$ cat config.mk
export PLATFORM = sky130hd
export DESIGN_NAME = sata_tx_align_scheduler
export DESIGN_NICKNAME = d
export VERILOG_FILES = /design/src/rtl/sata_tx_align_scheduler.sv
export SDC_FILE = /design/constraint.sdc
export NUM_CORES = 1
export LEC_CHECK = 0
export CAP_MARGIN = 10
export CORE_MARGIN = 2
export CORE_UTILIZATION = 45
export DETAILED_ROUTE_END_ITERATION = 12
export PLACE_DENSITY_LB_ADDON = 0.12
export SETUP_SLACK_MARGIN = 0.3
export SYNTH_ARGS = -nofsm -noshare
export SYNTH_HDL_FRONTEND = slang
export SYNTH_SLANG_ARGS = --single-unit
$ cat constraint.sdc
create_clock -name PHY_CLK -period 2.5 [get_ports PHY_CLK]
set_clock_uncertainty 0.05 [all_clocks]
set_input_delay 0.5 -clock PHY_CLK [delete_from_list [all_inputs] [get_ports PHY_CLK]]
set_output_delay 0.5 -clock PHY_CLK [all_outputs]
set_load 0.01 [all_outputs]
$ cat src/rtl/sata_tx_align_scheduler.sv
// -----------------------------------------------------------------------------
// sata_tx_align_scheduler
//
// Purpose:
//    Sits between the 32-bit link-layer TX stream and the 16-bit transceiver TX
//    port, in the PHY_CLK domain. Each DWORD slot is sent as two half-words,
//    low half first. A pair of ALIGN primitives is inserted every
//    ALIGN_INTERVAL data DWORDs, when FORCE_ALIGN asks for one, and whenever
//    the link comes up. The link layer is back-pressured with a per-DWORD
//    accept strobe, so it never has to know that ALIGNs are being inserted.
//
// Ports:
//    PHY_CLK        in   transceiver-rate clock, one half-word per cycle
//    RESET          in   asynchronous, active-high reset
//    LINKUP         in   PHY ready; low holds the block in LINK_DOWN
//    TX_DW_IN       in   [31:0] next DWORD from the link layer
//    TX_DW_ISK      in   byte0 of TX_DW_IN is a K character
//    FORCE_ALIGN    in   request an ALIGN pair at the next slot boundary
//    DW_ACCEPT      out  TX_DW_IN/TX_DW_ISK are consumed on this edge
//    TX_DATA_OUT    out  [15:0] half-word to the transceiver
//    TX_CHARISK_OUT out  [1:0] per-byte K flags for TX_DATA_OUT
//    TX_PHASE       out  0 = low half-word on TX_DATA_OUT, 1 = high half-word
//    ALIGN_ACTIVE   out  the half-word on TX_DATA_OUT belongs to an ALIGN
//    ALIGN_DONE     out  one-cycle pulse once the second ALIGN of a pair is out
// -----------------------------------------------------------------------------
module sata_tx_align_scheduler #(
   parameter int unsigned ALIGN_INTERVAL = 256,
   parameter logic [31:0] ALIGN_PRIM     = 32'h7B4A4ABC,
   parameter int unsigned CNT_W          = 9
) (
   input  logic        PHY_CLK,
   input  logic        RESET,
   input  logic        LINKUP,
   input  logic [31:0] TX_DW_IN,
   input  logic        TX_DW_ISK,
   input  logic        FORCE_ALIGN,
   output logic        DW_ACCEPT,
   output logic [15:0] TX_DATA_OUT,
   output logic [1:0]  TX_CHARISK_OUT,
   output logic        TX_PHASE,
   output logic        ALIGN_ACTIVE,
   output logic        ALIGN_DONE
);

   // The state names the kind of DWORD currently held in cur_dw.
   // LINK_DOWN also holds ALIGN_PRIM, so the first ALIGN of a link-up pair is
   // already in place on the edge LINKUP is first seen high.
   typedef enum logic [1:0] {
      LINK_DOWN,
      ALIGN0,
      ALIGN1,
      DATA
   } state_t;

   localparam logic [CNT_W-1:0] CNT_LAST = CNT_W'(ALIGN_INTERVAL - 1);

   state_t           state, state_nxt;
   logic             phase, phase_nxt;
   logic [CNT_W-1:0] cnt, cnt_nxt;
   logic             force_pend, force_nxt;
   logic [31:0]      cur_dw, cur_dw_nxt;
   logic             cur_k, cur_k_nxt;
   logic             done_nxt;
   logic             data_next;

   logic [31:0]      out_word;
   logic             out_k;
   logic             out_sel;
   logic             out_active;

   // ---------------------------------------------------------------------------
   // Whether the slot that starts at the next boundary is a data slot.
   // cnt holds (data DWORDs since the last pair) - 1, so CNT_LAST means the
   // interval is used up.
   // ---------------------------------------------------------------------------
   always_comb begin
      data_next = 1'b0;
      case (state)
         ALIGN1:  data_next = 1'b1;
         DATA:    data_next = (cnt != CNT_LAST) && !force_pend;
         default: data_next = 1'b0;
      endcase
   end

   // phase is only ever 1 while linked, but LINKUP may drop in that same cycle.
   assign DW_ACCEPT = phase && LINKUP && data_next;

   // ---------------------------------------------------------------------------
   // State register and slot contents
   // ---------------------------------------------------------------------------
   always_ff @(posedge PHY_CLK or posedge RESET) begin
      if (RESET) begin
         state      <= LINK_DOWN;
         phase      <= 1'b0;
         cnt        <= '0;
         force_pend <= 1'b0;
         cur_dw     <= ALIGN_PRIM;
         cur_k      <= 1'b1;
      end else begin
         state      <= state_nxt;
         phase      <= phase_nxt;
         cnt        <= cnt_nxt;
         force_pend <= force_nxt;
         cur_dw     <= cur_dw_nxt;
         cur_k      <= cur_k_nxt;
      end
   end

   // ---------------------------------------------------------------------------
   // Next-state logic
   // ---------------------------------------------------------------------------
   always_comb begin
      state_nxt  = state;
      phase_nxt  = phase;
      cnt_nxt    = cnt;
      force_nxt  = force_pend;
      cur_dw_nxt = cur_dw;
      cur_k_nxt  = cur_k;
      done_nxt   = 1'b0;

      if (!LINKUP) begin
         // Any partially sent DWORD is dropped; the link restarts from scratch.
         state_nxt  = LINK_DOWN;
         phase_nxt  = 1'b0;
         cnt_nxt    = '0;
         force_nxt  = 1'b0;
         cur_dw_nxt = ALIGN_PRIM;
         cur_k_nxt  = 1'b1;
      end else begin
         phase_nxt = ~phase;

         case (state)
            LINK_DOWN: begin
               state_nxt = ALIGN0;
            end

            ALIGN0: begin
               if (phase) begin
                  state_nxt  = ALIGN1;
                  cur_dw_nxt = ALIGN_PRIM;
                  cur_k_nxt  = 1'b1;
               end
            end

            ALIGN1: begin
               if (phase) begin
                  state_nxt  = DATA;
                  cur_dw_nxt = TX_DW_IN;
                  cur_k_nxt  = TX_DW_ISK;
                  cnt_nxt    = '0;
                  done_nxt   = 1'b1;
               end
            end

            DATA: begin
               if (phase) begin
                  if (data_next) begin
                     cur_dw_nxt = TX_DW_IN;
                     cur_k_nxt  = TX_DW_ISK;
                     cnt_nxt    = cnt + 1'b1;
                  end else begin
                     state_nxt  = ALIGN0;
                     cur_dw_nxt = ALIGN_PRIM;
                     cur_k_nxt  = 1'b1;
                  end
               end
            end

            default: begin
               state_nxt = LINK_DOWN;
            end
         endcase

         // Entering a pair consumes any request, including one arriving on the
         // same edge; requests made while a pair is already running are dropped.
         if (state_nxt == ALIGN0) begin
            force_nxt = 1'b0;
         end else if (state == DATA && FORCE_ALIGN) begin
            force_nxt = 1'b1;
         end
      end
   end

   // ---------------------------------------------------------------------------
   // Output half-word selection.
   // While the link is down the internal phase is parked at 0, but the
   // transceiver must still see the full ALIGN, so the half select alternates on
   // its own (TX_PHASE follows it). On the edge the link drops the low half is
   // forced so the abandoned DWORD is replaced immediately.
   // ---------------------------------------------------------------------------
   always_comb begin
      out_word   = cur_dw;
      out_k      = cur_k;
      out_sel    = phase;
      out_active = (state != DATA);
      if (!LINKUP) begin
         out_word   = ALIGN_PRIM;
         out_k      = 1'b1;
         out_sel    = (state == LINK_DOWN) ? ~TX_PHASE : 1'b0;
         out_active = 1'b1;
      end
   end

   always_ff @(posedge PHY_CLK or posedge RESET) begin
      if (RESET) begin
         TX_DATA_OUT    <= ALIGN_PRIM[15:0];
         TX_CHARISK_OUT <= 2'b01;
         TX_PHASE       <= 1'b0;
         ALIGN_ACTIVE   <= 1'b1;
         ALIGN_DONE     <= 1'b0;
      end else begin
         TX_DATA_OUT    <= out_sel ? out_word[31:16] : out_word[15:0];
         TX_CHARISK_OUT <= (!out_sel && out_k) ? 2'b01 : 2'b00;
         TX_PHASE       <= out_sel;
         ALIGN_ACTIVE   <= out_active;
         ALIGN_DONE     <= done_nxt;
      end
   end

endmodule

* Yosys cells after proc, flatten, opt, wreduce, memory -nomap -nowiden
Cells that the tools add are included.
** Word-level totals
- Register bits :: 66
- Input port bits :: 37
** Operators by class
- Add/sub/neg operators :: 1
- Equality and inequality tests :: 13
- Muxes and demuxes :: 39
- Bitwise logic cells :: 2
- Reductions and logical operators :: 10
** Operators with widths (count)
- two-way mux 32 bit :: 6
- case mux 32 bit (3 select lines) :: 1
- two-way mux 9 bit :: 4
- case mux 9 bit (2 select lines) :: 1
- two-way mux 1 bit :: 17
- two-way mux 16 bit :: 1
- two-way mux 2 bit :: 6
- inequality test 3 bit (second input constant) :: 4
- adder 9 x 1 -> 9 bit (second input constant) :: 1
- inequality test 9 x 8 -> 1 bit (second input constant) :: 1
- case mux 2 bit (4 select lines) :: 1
- AND reduction 4 bit :: 2
- inequality test 3 x 1 -> 1 bit (second input constant) :: 2
- logical AND 1 bit :: 5
- equality test 2 x 1 -> 1 bit (second input constant) :: 2
- equality test 2 bit (second input constant) :: 2
- inequality test 4 x 1 -> 1 bit (second input constant) :: 1
- case mux 1 bit (3 select lines) :: 1
- logical NOT 1 bit :: 2
- logical NOT 2 bit :: 1
- inequality test 2 bit (second input constant) :: 1
- inverter 1 bit :: 2
- case mux 1 bit (2 select lines) :: 1

* Depth between registers and ports, before layout
- Depth in word-level cells :: 10
- Depth in mapped cells :: 9
- Gate-level depth less buffers :: 8

* Worst setup path after synthesis
Ideal clock, no wire load.
- Kind :: reg-to-output
- From :: reg cnt[0]
- To :: out DW_ACCEPT
- Arrival time :: 1523 ps
- Slack :: 427 ps
- Cell stages (with the launch flop) :: 8
- Buffers on the path :: 0
- Path through :: dfrtp_1 > ha_1 > nand2_1 > nor2_1 > ha_1 > nor3b_4 > nor2_1 > nor3_1
** On the way
- Longest elaborated chain between the ends :: 4
** RTL lines
- from (decl) :: RTL line 59 : logic [CNT_W-1:0] cnt, cnt_nxt;
- from (signal assigned) :: RTL line 102 : cnt <= cnt_nxt;
- inequality test 9 x 8 -> 1 bit :: RTL line 80 : DATA: data_next = (cnt != CNT_LAST) && !force_pend;
- logical AND 1 bit :: RTL line 80
- case mux 1 bit (2 select lines) :: RTL line 78 : case (state)
- logical AND 1 bit :: RTL line 86 : assign DW_ACCEPT = phase && LINKUP && data_next;
- to (decl) :: RTL line 37 : output logic DW_ACCEPT,
No other way between the ends.

* Final worst setup path
- From :: reg cnt[5]
- To :: out DW_ACCEPT
The elaborated chain is that of the path after synthesis.

==> summary.md <==
| Metric | Value |
|---|---|
| CORE AREA | 6350 sq um |
| Worst Tran Pin Value | 0.622 ns |
| Reg2reg path depth | 10 |
| Layout cell share with drive strength beyond 1 | 22.6% |
| Worst R2R End | cnt[5]$_DFFE_PP0P_ |
| PD cells | 584 nW/um^2 |
| R2r setup slk | 0.25 ns |
| DP Cell Count | 429 |
| Hold Buf Count CTS | 0 |
| Drt initial violations | 134 |
| Synth Net Count | 341 |
| First-pass GRT wire length | 11.0 mm |
| Mapped Avg Cell Area | 9.90 sq um |
| Sequential fraction of the synthesis area | 57.4% |
| Initial Utilization | 46.3% |
| Ys Warns | 0 |
| Hold_sp | cur_dw[16]$_DFFE_PP0P_ |
| CP Data Required Time | 1.95 ns |
| Met2 usage | 32.4% |
| Gr busiest metal | met2 |
| Fmax | 420 MHz |
| Bufs and invs on worst path | 1 |
| Worst hold path depth | 2 |
| RSZ-0062 raised after global routing | yes |
| Wire length per cell | 14.7 microns |
| Ant diodes | 0 |
| Placed inst area | 3670 sq um |
| Die span in x | 84.8 microns |
| Critical path's most frequent cell | nor2_2 |
| CTS Buffer Depth | 2 |
| CP startpoint kind | flop |
| # DRC | 0 |
| Class of the worst hold path | flop to flop |
| Final TNS setup | 0 ns |
| Row count | 29 |
| Via density per instance | 5.17 |
| Critical-path cell list | and4_1, nand2_2, nor2_2, ha_2, nor3b_4, nor2_2, nor3_2, buf_2 |
| Proportion of netlist area held by the largest area contributor | 32.3% |
| Die area | 7200 sq um |
| Final Max Slew Viols | 0 |
| GRT Total Usage | 19.7% |
| Setup CP Type | flop to output port |
| Reg-to-Reg Start | cnt[5]$_DFFE_PP0P_ |
| Ports placed on the boundary | 59 |
| Root Buffer | clkbuf_8 |
| Final Hold Fails | 0 |
| Largest area contributor in the netlist | dfrtp_1 |
| Period utilisation layout | 95.2% |
| Setup crit end kind | output port |
| Clk sinks | 66 |
| Final nets | 415 |
| Cts bufs inserted | 9 |
| Cell variety after synth | 33 |
| Mapped Cells | 297 |
| Mapped cell area | 2940 sq um |
| Vias | 2343 |
| Drt first pass iters | 4 |
| Met1 GRT Util | 24.6% |
| Vias in the first global route | 2342 |
| Max-Cap Viols | 0 |
| CP max-delay cell | dfrtp_1 |
| Worst EP arrival | 1.83 ns |
| Largest net degree at the start of global routing | 34 |
| CTS tree | done |
| Final setup fails | 0 |
| WHS Endpoint | cur_dw[16]$_DFFE_PP0P_ |
| Final core occ | 63.1% |
| H-tree depth | 3 |
| Fin cells | 453 |
| Max incr delay on CP | 0.40 ns |
| # port buffers | 57 |
| Antenna Violating Nets Remaining | 0 |
| Area growth syn-to-layout | 36.3% |
| Die Span Y | 84.8 microns |
| Met3 Use GR | 6.32% |
| Clk_lat worst skew | 0.35 ns |
| Synth top area cells | dfrtp_1, dfstp_2, mux2i_1 |
| Antenna violations before repair | 0 |
| Synthesis-stage register bit count | 66 |
| Clk slew on worst S/H paths | 0.08 ns |
| Worst IR Drop VDD | 0.000433 V |
| Design area | 4010 sq um |
| Outcome | completed |
| GPL Wtd Cong | 0.780 |
| Total wire length | 6.68 mm |
| HPWL Detailed | 4.34 mm |
| Leakage | 1.73 nW |
| Crit-path max FO | 3 |
| Final min period | 2.38 ns |
| Rel. slew slack | 58.5% |
| Global route overflow | 0 |
| CP delay by family, top | simple AND/OR/NAND/NOR gates |
| Final Power | 2.34 mW |
==> layer usage <==
layer  vias up  routed length [microns]
li1       1146                        -
met1      1144                     2960
met2        44                     3400
met3         9                      237
met4         0                       82
met5         -                        0
==> cell families (layout without fill, tap and decap cells) <==
family          after synthesis  in the layout  share of synthesized area (%)
buf+inv                      28            107                           4.13
xor+xnor                      2              2                          0.596
flops                        66             66                           57.4
other cells                   1              1                          0.128
compound gates               38             38                           8.17
simple gates                138            138                           20.9
fa+ha+maj                     7              7                           2.98
mux                          17             17                           5.79
==> registers in the layout, indices dropped and copies added, names as in the netlist <==
signal / cells
cur_dw: 32
TX_DATA_OUT: 16
cnt: 9
state: 2
ALIGN_ACTIVE: 1
ALIGN_DONE: 1
TX_CHARISK_OUT: 1
TX_PHASE: 1
cur_k: 1
force_pend: 1
phase: 1
==> area by class of cell <==
class	count	area [sq um]
multi-input cells	203	1180
inverters	10	37.5
clock inverters	7	78.8
well taps	77	96.3
repair buffers	81	802
flip-flops and latches	66	1690
fillers	526	2340
clock buffers	9	124
==> Yosys cell counts <==
library cell,count
xor2_1,2
or3_1,2
or4_1,3
nor3_1,20
o21ba_2,1
o311ai_0,1
a211oi_1,1
mux2i_1,17
nor2_1,45
conb_1,1
buf_2,7
nand2b_1,1
ha_1,7
and2_1,1
o21ai_0,4
o21ai_1,2
o21ai_2,2
a21oi_1,15
inv_1,10
dfrtp_1,38
nand3_1,21
a21o_1,2
o21a_1,3
o211ai_1,3
o31ai_1,3
clkbuf_1,9
nor3b_4,1
nand2_1,42
and4_1,1
a31o_2,1
buf_4,2
and3_1,1
dfstp_2,28
==> worst max-delay path by stage <==
stage	startpoint	end	slack [ns]	cells past startpoint
2_1_floorplan	RESET	ALIGN_DONE$_DFF_PP0_	0.34	1
3_3_place_gp	cnt[5]$_DFFE_PP0P_	DW_ACCEPT	0.09	8
3_5_place_dp	cnt[4]$_DFFE_PP0P_	DW_ACCEPT	0.03	8
4_1_cts	cnt[5]$_DFFE_PP0P_	DW_ACCEPT	0.11	8
5_1_grt	cnt[2]$_DFFE_PP0P_	DW_ACCEPT	-0.01	8
6_report	cnt[5]$_DFFE_PP0P_	DW_ACCEPT	0.12	8
==> worst reg2reg max path, delay by kind of cell (launching register included) <==
family	cells	cell delay, ns
AND/OR/NAND/NOR	5	1.06
flip-flops	1	0.40
buffers and inverters	2	0.26
AO/OA/AOI/OAI	2	0.22
adder cells (fa/ha/maj)	1	0.19
==> where the power goes <==
group / total (mW) / switching, mW / internal, mW
registers: 1.12 / 0.0144 / 1.11
logic: 0.301 / 0.154 / 0.147
clock network: 0.914 / 0.447 / 0.466
total: 2.34 / 0.616 / 1.72
==> cells in the final DEF, fill, tap and decap left out, drive strengths merged, types with 2 or more instances in the layout <==
| master | count |
|---|---|
| mux2i | 17 |
| a21oi | 15 |
| nand3 | 21 |
| buf | 25 |
| a21o | 2 |
| dfstp | 28 |
| clkdlybuf4s50 | 56 |
| or3 | 2 |
| o21a | 3 |
| clkbuf | 9 |
| dfrtp | 38 |
| clkinv | 2 |
| o21ai | 8 |
| or4 | 3 |
| inv | 11 |
| clkinvlp | 3 |
| nor2 | 45 |
| nor3 | 20 |
| ha | 7 |
| o211ai | 3 |
| o31ai | 3 |
| nand2 | 42 |
| xor2 | 2 |
==> stage by stage <==
step	hold WS (ns)	worst slack, ns
2_1_floorplan	0.388	0.342
3_3_place_gp	0.400	0.0931
3_5_place_dp	0.406	0.0267
4_1_cts	0.423	0.111
5_1_grt	0.457	-0.0102
6_report	0.418	0.121
==> what timing repair did <==
item,in CTS,in global routing
pin swaps,4,14
resized for setup,9,11
cloned,0,0
buffers inserted,5,3
endpoints found under the setup margin,13,21
Power figures use the tool's default switching activity.
